$ cat config.mk
export PLATFORM = sky130hd
export DESIGN_NAME = host_mem_bridge
export DESIGN_NICKNAME = d
export VERILOG_FILES = /design/src/rtl/host_mem_bridge.sv
export SDC_FILE = /design/constraint.sdc
export NUM_CORES = 1
export LEC_CHECK = 0
export CORE_AREA = 2 2 93 95
export DETAILED_ROUTE_END_ITERATION = 7
export DIE_AREA = 0 0 95 97
export MAX_ROUTING_LAYER = met4
export PLACE_DENSITY = 0.84
export RECOVER_POWER = 25
export SLEW_MARGIN = 20
export SYNTH_ARGS = -nofsm -noshare
export SYNTH_HDL_FRONTEND = slang
export SYNTH_SLANG_ARGS = --single-unit
$ cat constraint.sdc
create_clock -name clock -period 4.3 [get_ports clock]
set_clock_uncertainty 0.1 [all_clocks]
set_input_delay 1.29 -clock clock [delete_from_list [all_inputs] [get_ports clock]]
set_output_delay 1.29 -clock clock [all_outputs]
set_load 0.1 [all_outputs]
$ cat src/rtl/host_mem_bridge.sv
// Host-side bridge: streams host characters into data RAM, arbitrates the RAM
// port between host load, CPU execution and read-back, and supervises CPU runs.
module host_mem_bridge #(
    parameter int ADDR_W   = 12,
    parameter int DATA_W   = 32,
    parameter int CHAR_W   = 8,
    parameter int BUF_BASE = 1500,
    parameter int BUF_LEN  = 108,
    parameter int NUM_PROG = 2,
    parameter int HALT_REG = 28
) (
    input  logic                           clock,
    input  logic                           reset,
    input  logic [1:0]                     mode,
    input  logic                           char_valid,
    input  logic [CHAR_W-1:0]              char_data,
    output logic                           char_ready,
    output logic [$clog2(BUF_LEN+1)-1:0]   load_count,
    output logic                           load_done,
    input  logic [1:0]                     prog_sel,
    output logic [1:0]                     prog_latched,
    output logic                           cpu_reset,
    input  logic [DATA_W-1:0]              cpu_addr,
    input  logic [DATA_W-1:0]              cpu_data,
    input  logic                           cpu_wren,
    input  logic                           cpu_rwe,
    input  logic [4:0]                     cpu_rd,
    input  logic [DATA_W-1:0]              cpu_rdata,
    input  logic [ADDR_W-1:0]              read_addr,
    output logic [ADDR_W-1:0]              ram_addr,
    output logic [DATA_W-1:0]              ram_din,
    output logic                           ram_wen,
    output logic                           halted,
    output logic [31:0]                    exec_cycles
);

    localparam int CW = $clog2(BUF_LEN + 1);
    localparam logic [CW-1:0]     LEN_C  = CW'(BUF_LEN);
    localparam logic [ADDR_W-1:0] BASE_C = ADDR_W'(BUF_BASE);
    localparam logic [4:0]        HALT_C = 5'(HALT_REG);
    localparam logic [DATA_W-1:0] ONE_C  = DATA_W'(1);

    typedef enum logic [1:0] {
        IDLE = 2'b00,
        LOAD = 2'b01,
        EXEC = 2'b10,
        READ = 2'b11
    } state_t;

    state_t state;
    logic   prog_valid;
    logic   prog_ok;
    logic   transfer;
    logic   run;
    logic   halt_write;
    logic   unused_addr_bits;

    function automatic logic [31:0] sat_inc32(input logic [31:0] v);
        return (v == 32'hFFFF_FFFF) ? v : v + 32'd1;
    endfunction

    function automatic logic [CW-1:0] sat_inc_cnt(input logic [CW-1:0] v);
        return (v >= LEN_C) ? LEN_C : v + CW'(1);
    endfunction

    assign prog_ok    = (32'(prog_sel) < 32'(NUM_PROG));
    assign char_ready = (state == LOAD) && (load_count < LEN_C);
    assign transfer   = char_ready & char_valid;
    // The CPU only runs with a valid image and until it writes the halt value.
    assign run        = (state == EXEC) & prog_valid & ~halted;
    assign cpu_reset  = ~run;
    assign halt_write = run & cpu_rwe & (cpu_rd == HALT_C) & (cpu_rdata == ONE_C);

    assign unused_addr_bits = ^cpu_addr[DATA_W-1:ADDR_W];

    always_comb begin
        ram_addr = read_addr;
        ram_din  = '0;
        ram_wen  = 1'b0;
        case (state)
            LOAD: begin
                ram_addr = BASE_C + ADDR_W'(load_count);
                if (transfer) begin
                    ram_din = DATA_W'(char_data);
                    ram_wen = 1'b1;
                end
            end
            EXEC: begin
                ram_addr = cpu_addr[ADDR_W-1:0];
                ram_din  = cpu_data;
                ram_wen  = cpu_wren & run;
            end
            default: begin
                ram_addr = read_addr;
            end
        endcase
    end

    always_ff @(posedge clock) begin
        if (reset) begin
            state        <= IDLE;
            load_count   <= '0;
            load_done    <= 1'b0;
            prog_latched <= 2'b00;
            prog_valid   <= 1'b0;
            halted       <= 1'b0;
            exec_cycles  <= '0;
        end else begin
            state <= state_t'(mode);

            if (transfer) begin
                load_count <= sat_inc_cnt(load_count);
                load_done  <= (sat_inc_cnt(load_count) == LEN_C);
            end

            if (run) begin
                exec_cycles <= sat_inc32(exec_cycles);
                if (halt_write) halted <= 1'b1;
            end

            // Entry actions; they never coincide with the in-state updates above.
            if ((mode == LOAD) && (state != LOAD)) begin
                load_count <= '0;
                load_done  <= 1'b0;
            end

            if ((mode == EXEC) && (state != EXEC)) begin
                prog_latched <= prog_ok ? prog_sel : 2'b00;
                prog_valid   <= prog_ok;
                halted       <= 1'b0;
                exec_cycles  <= '0;
            end
        end
    end

endmodule

==> impl_metrics.json, run 1 <==
{
  "dpl.cell_count": 678,
  "setup_viol": 0,
  "hp-start": "load_done",
  "insertion_delay_ns": 0.29,
  "period_needed_ns": 4.14,
  "sw_frac_of_total_pct": 36.8,
  "wl_per_cell_um": 17.4,
  "pwr_density_cell_mw_per_mm2": 210,
  "core_mm2": 0.00813,
  "syn-num-nets": 531,
  "cts_hold_buf": 0,
  "p_seq_share_pct": 36.0,
  "hold_class": "reg2reg",
  "htree_levels": 2,
  "die_area_mm2": 0.00922,
  "yosys_warnings": 0,
  "whs_ns": 0.364,
  "routed_wl_um": 11900,
  "grt_pass1_wl_um": 18500,
  "ir_worst_vdd_mv": 0.179,
  "synth_cells": 394,
  "first_iter_violations": 133,
  "relSlewSlack_pct": 22.0,
  "critical_path_class": "in2out",
  "critPathRequiredTime_ns": 2.91,
  "synth_edf_count": 0,
  "clockBufferDepth": 2,
  "drc": 0,
  "avgSynthCellArea_um2": 7.52,
  "regToRegStartpoint": "state[0]",
  "crit_path_end_kind": "output pin",
  "min_to": "load_done",
  "synth_seq_cells": 45,
  "dp_hpwl_um": 9500,
  "timing.fmax_mhz": 241,
  "fin_crit_sh_pct": 96.3,
  "fin_cells": 688,
  "cts-buffers-inserted": 5,
  "rows": 33,
  "grt_usage_pct": 25.7,
  "hold_violations": 0,
  "worstPathMaxFanout": 9,
  "antenna_found_initial": 2,
  "fin_ws_ns": 0.158,
  "grt_max_degree": 39,
  "final_nets": 717,
  "clkSlewWorstSetupHoldPaths_ns": 0.08,
  "crit_path_cell_trace": "dlygate4sd3_1 > o211a_1 > a22oi_1 > nor2_2 > buf_12",
  "die-height_um": 97,
  "via_per_inst": 5.51,
  "start_kind": "input port",
  "root_buffer": "clkbuf_8",
  "area_growth_pct": 87.9,
  "power.switching_uw": 431,
  "place_ws_ns": 0.226,
  "synthArstFlopShare_pct": 0,
  "worst_slew_pin_slew_ns": 1.18,
  "postCtsResizedCells": 0,
  "cellInternalPower_uw": 740,
  "reg2reg_depth": 8,
  "arrival_ns": 2.75,
  "postCtsSetupBuffers": 0,
  "synth-main-ff-cell": "dfxtp_1",
  "clkPwrFrac_pct": 21.8,
  "p_total_uw": 1170,
  "boundaryPins": 220,
  "tritoncts": "built",
  "r2r-end": "exec_cycles[25]",
  "status": "complete, no violations",
  "grt_pass1_vias": 3648,
  "drive_above_1_share_pct": 13.3,
  "ant_nets": 0,
  "cap_violations": 0,
  "synthesis.area_mm2": 0.00296,
  "rsz0062_at_grt": "no",
  "port-buffer-count": 198,
  "slowest_stage": "dlygate4sd3_1",
  "final_core_util_pct": 68.4,
  "gp_congestion": 0.920,
  "first_pass_iters": 5,
  "hold_depth": 2,
  "grt-ovfl-total": 0,
  "die_x_um": 95,
  "cpPeakStageDelay_ns": 0.55,
  "p_comb_share_pct": 42.3,
  "synth_seq_area_share_pct": 30.4,
  "start_util_pct": 36.4,
  "ys_types": 56,
  "final-max-slew-violation-count": 0,
  "vias": 3789,
  "clock_sinks": 45,
  "power.leakage_uw": 0.00190,
  "worst-r2r-setup-slack_ns": 1.29
}
[layout by cell type (no fill, tap or decap), types with 3 or more instances in the layout]
cell type and instances:
nor2_2 8, a31o_2 3, or3_1 17, o21ai_0 19, nor4_1 8, o211ai_1 3, a21oi_2 4, buf_12 45
a21oi_1 33, a221oi_1 3, o31ai_1 3, clkbuf_1 6, buf_4 4, nand4_1 11, a22oi_1 12, ha_1 7
and2_1 26, and4_1 9, xnor2_1 6, o21ai_1 7, xor2_1 8, dlygate4sd3_1 3, inv_1 15, nor2b_1 3
nor2_1 24, o311ai_0 5, dfxtp_1 45, clkbuf_8 5, nand2b_1 3, nand2_1 35, a31oi_1 3, clkdlybuf4s50_1 146
nand3_1 13
[registers in the layout (all words and copies together), names as in the netlist]
signal        count
prog_valid        1
state             2
halted            1
load_done         1
exec_cycles      32
load_count        7
prog_latched      1
[area by class of cell]
type	instances	area [um^2]
clock inverter	1	7.51
antenna	2	5.00
tap	105	131
timing repair buffer	202	2440
sequential	45	901
fill	631	2570
multi-input combinational	310	1940
inverter	16	62.6
clock buffer	7	76.3
[layer usage]
metal	global-route usage, %	part of all wire [%]
met5	-	0
met4	8.03	3.1
met3	11.8	14
met2	41.0	47
met1	28.5	35
[worst max-delay path: cells and delay by family]
kind            cells  cell delay, ns
buf+inv             2            0.76
simple gates        1            0.21
compound gates      2            0.48
[cells in the mapped netlist, types with 2 or more instances]
master / number / share of area (%)
nor4_1: 8 / 1.7
nor4b_1: 2 / 0.59
inv_1: 15 / 1.9
nand4b_1: 2 / 0.59
o311ai_0: 5 / 1.5
and3_1: 2 / 0.42
nand3_1: 13 / 2.2
nor3b_1: 2 / 0.51
nand2_1: 35 / 4.4
or4_1: 2 / 0.51
o211ai_1: 3 / 0.76
xnor2_1: 6 / 1.8
buf_4: 2 / 0.51
a211oi_1: 2 / 0.51
a21oi_1: 37 / 6.3
nand2b_1: 3 / 0.63
nor2b_1: 3 / 0.63
clkbuf_1: 18 / 2.3
ha_1: 7 / 3.0
nor2_1: 32 / 4.1
o31ai_1: 4 / 1.0
o21ai_0: 26 / 4.4
or3_1: 17 / 3.6
a31o_2: 3 / 0.89
a221oi_1: 3 / 0.89
dfxtp_1: 45 / 30
a31oi_1: 3 / 0.63
and2_1: 26 / 5.5
or2_2: 3 / 0.63
a32oi_1: 2 / 0.59
nand4_1: 11 / 2.3
xor2_1: 8 / 2.4
nor3_1: 2 / 0.34
a22oi_1: 12 / 3.0
and4_1: 9 / 2.7
[kinds of logic (layout without fill, tap and decap cells)]
group | after synthesis | count (layout) | synth area share, %
and+or+nand+nor | 177 | 177 | 32.9
AOI/OAI and AO/OA | 110 | 110 | 23.5
DFF | 45 | 45 | 30.4
buffers and inverters | 39 | 226 | 5.58
xor gates and xnor gates | 14 | 14 | 4.14
adders and majority gates | 7 | 7 | 2.96
other | 1 | 3 | 0.127
muxes | 1 | 1 | 0.338
[how the worst max path moves through the flow]
stage,from,to,slack (ns),depth (start not counted)
after floorplan,load_count[2],ram_addr[3],-0.18,5
after global placement,char_valid,ram_din[7],0.22,5
after detailed placement,char_valid,ram_din[7],0.23,5
after CTS,char_valid,ram_din[7],0.21,5
after global routing,char_valid,ram_din[7],0.08,5
final,char_valid,ram_din[7],0.16,5
[per-stage QoR]
step,TNS (ns),cell area (um^2)
after floorplan,-0.181,3000
after global placement,0,5490
after detailed placement,0,5490
after CTS,0,5570
after global routing,0,5560
final,0,5560
[power by group through the flow]
stage                     combinational (uW)  sequential [uW]  clock (uW)
after floorplan                          257              436           0
after global placement                   493              430           0
after detailed placement                 497              431           0
after CTS                                499              421         265
after global routing                     514              421         280
final                                    495              421         255
Power figures use the tool's default switching activity.
==> inputs of run 2 (changes only) <==
ABC_CLOCK_PERIOD_IN_PS = 4300   (was default)
CORE_AREA = 2 2 101 103   (was 2 2 93 95)
DIE_AREA = 0 0 103 105   (was 0 0 95 97)
PLACE_DENSITY = 0.72   (was 0.84)
==> run 2 against run 1 <==
Compared with the run above:
- core utilization down 10 points
- register-to-register slack gained 0.11 ns
- power increased by 2.5%
- clock power grew 13%
- cell count up 4.1%
- maximum frequency grew 1.5%
- first-iteration DRC count shrank 6.0%
- global-route usage decreased by 4.9 points
- final area is 0.83% higher
- clock-buffer cell count is the same
- die area up 17%
==> impl_metrics.json, run 2 (synthesized netlist as in run 1, its figures left out) <==
{
  "diodes": 0,
  "area_growth_pct": 89.4,
  "clkSlewWorstSetupHoldPaths_ns": 0.08,
  "final-max-slew-violation-count": 0,
  "p_total_uw": 1200,
  "gp_congestion": 0.797,
  "start_util_pct": 30.7,
  "power.leakage_uw": 0.00193,
  "wl_per_cell_um": 15.9,
  "worst-r2r-setup-slack_ns": 1.40,
  "top_regs": "exec_cycles: 32 flops, load_count: 7 flops, state: 2 flops",
  "final_cell_mix": "clkdlybuf4s50_1 (143), dfxtp_1 (45), buf_12 (45)",
  "grt-ovfl-total": 0,
  "postPlaceCellArea_mm2": 0.00553,
  "cap_violations": 0,
  "postCtsResizedCells": 0,
  "reg2reg_depth": 8,
  "cts_hold_buf": 0,
  "first_iter_violations": 125,
  "design_area_mm2": 0.00561,
  "final_core_util_pct": 58.2,
  "critPathRequiredTime_ns": 2.91,
  "setup_viol": 0,
  "routed_wl_um": 11400,
  "fin_ws_ns": 0.220,
  "rsz0062_at_grt": "no",
  "fillerInstances": 877,
  "fin_tns_setup_ns": 0,
  "grt_max_degree": 41,
  "vias": 3686,
  "ir_worst_vdd_mv": 0.137,
  "crit_start": "char_valid",
  "arrival_ns": 2.69,
  "die_x_um": 103,
  "antenna_found_initial": 0,
  "die-height_um": 105,
  "status": "complete, no violations",
  "critPathCapture": "ram_din[1]",
  "hold_violations": 0,
  "place_ws_ns": 0.237,
  "rows": 36,
  "regToRegStartpoint": "state[0]",
  "relSlewSlack_pct": 18.7,
  "insertion_delay_ns": 0.30,
  "timing.fmax_mhz": 245,
  "power.switching_uw": 429,
  "postCtsSetupBuffers": 0,
  "first_pass_iters": 4,
  "drc": 0,
  "clkPwrFrac_pct": 23.9,
  "via_per_inst": 5.15,
  "core_mm2": 0.00964,
  "die_area_mm2": 0.0108,
  "grt_pass1_wl_um": 17900,
  "largest_reg_flops": 32,
  "worstPathMaxFanout": 9,
  "crit_path_end_kind": "output pin",
  "start_kind": "input port",
  "r2r-end": "exec_cycles[31]",
  "worst_slew_pin_slew_ns": 1.22,
  "cts-buffers-inserted": 5,
  "htree_levels": 2,
  "ant_nets": 0,
  "clockBufferDepth": 2,
  "tritoncts": "built",
  "cellInternalPower_uw": 771,
  "port-buffer-count": 198,
  "period_needed_ns": 4.08,
  "hold_class": "reg2reg",
  "drive_above_1_share_pct": 13.7,
  "fin_crit_sh_pct": 94.9,
  "final_nets": 719,
  "top_register": "exec_cycles",
  "clock_sinks": 45,
  "sw_frac_of_total_pct": 35.8,
  "dp_hpwl_um": 9170,
  "p_comb_share_pct": 41.0,
  "p_seq_share_pct": 35.1,
  "boundaryPins": 220,
  "grt_pass1_vias": 3560,
  "pwr_density_cell_mw_per_mm2": 214,
  "critical_path_class": "in2out",
  "grt_usage_pct": 20.9,
  "root_buffer": "clkbuf_8",
  "final_common_cell": "clkdlybuf4s50_1"
}
-- run 2: cell types whose count changed in the layout (fill, tap and decap cells not counted), sizes merged --
cell | previous run | this run
clkdlybuf4s50 | 146 | 143
clkinv | 0 | 1
clkinvlp | 1 | 0
dlygate4sd3 | 3 | 4
clkbuf | 11 | 14
diode | 2 | 0
buf | 49 | 50
-- run 2: critical path, cell delays in order --
cell             delay [ns]
clkdlybuf4s50_1        0.51
o211a_1                0.38
a22oi_1                0.15
nor2_2                 0.16
buf_12                 0.19
-- run 2: worst min-delay path by stage --
| stage | slack (ns) | startpoint | cells past startpoint | to |
|---|---|---|---|---|
| 2_1_floorplan | 0.37 | prog_valid | 2 | prog_valid |
| 3_3_place_gp | 0.35 | load_done | 2 | load_done |
| 3_5_place_dp | 0.36 | prog_latched[0] | 2 | prog_latched[0] |
| 4_1_cts | 0.38 | load_done | 2 | load_done |
| 5_1_grt | 0.39 | load_done | 2 | load_done |
| 6_report | 0.37 | load_done | 2 | load_done |
-- run 2: cell type report --
type	count	area [um^2]	area share, %
Inverter	16	62.6	1.12
Multi-Input combinational cell	310	1940	34.6
Clock inverter	1	5.00	0.0892
Sequential cell	45	901	16.1
Clock buffer	7	96.3	1.72
Timing Repair Buffer	204	2440	43.4
Tap cell	133	166	2.97
-- run 2: routing by layer --
layer	vias up	part of all wire, %	track usage (%)
met2	166	50	36.3
met5	-	0	-
li1	1822	-	-
met3	22	9.2	4.88
met1	1676	39	23.9
met4	0	1.8	5.08
-- run 2: power groups by stage --
| stage | combinational (uW) | clock [uW] | sequential [uW] |
|---|---|---|---|
| after floorplan | 257 | 0 | 436 |
| after global placement | 491 | 0 | 430 |
| after detailed placement | 496 | 0 | 431 |
| after CTS | 497 | 300 | 421 |
| after global routing | 512 | 315 | 421 |
| final | 492 | 287 | 421 |
-- run 2: metrics by stage --
stage	instances	hold slack, ns
6_report	716	0.370
5_1_grt	716	0.392
4_1_cts	716	0.377
3_5_place_dp	708	0.364
3_3_place_gp	708	0.349
2_1_floorplan	394	0.369
==> inputs of run 3 (changes only) <==
GPL_ROUTABILITY_DRIVEN = 0   (was default)
==> results of run 3 <==
The final DEF is identical to that of run 2; final timing and power are the same.
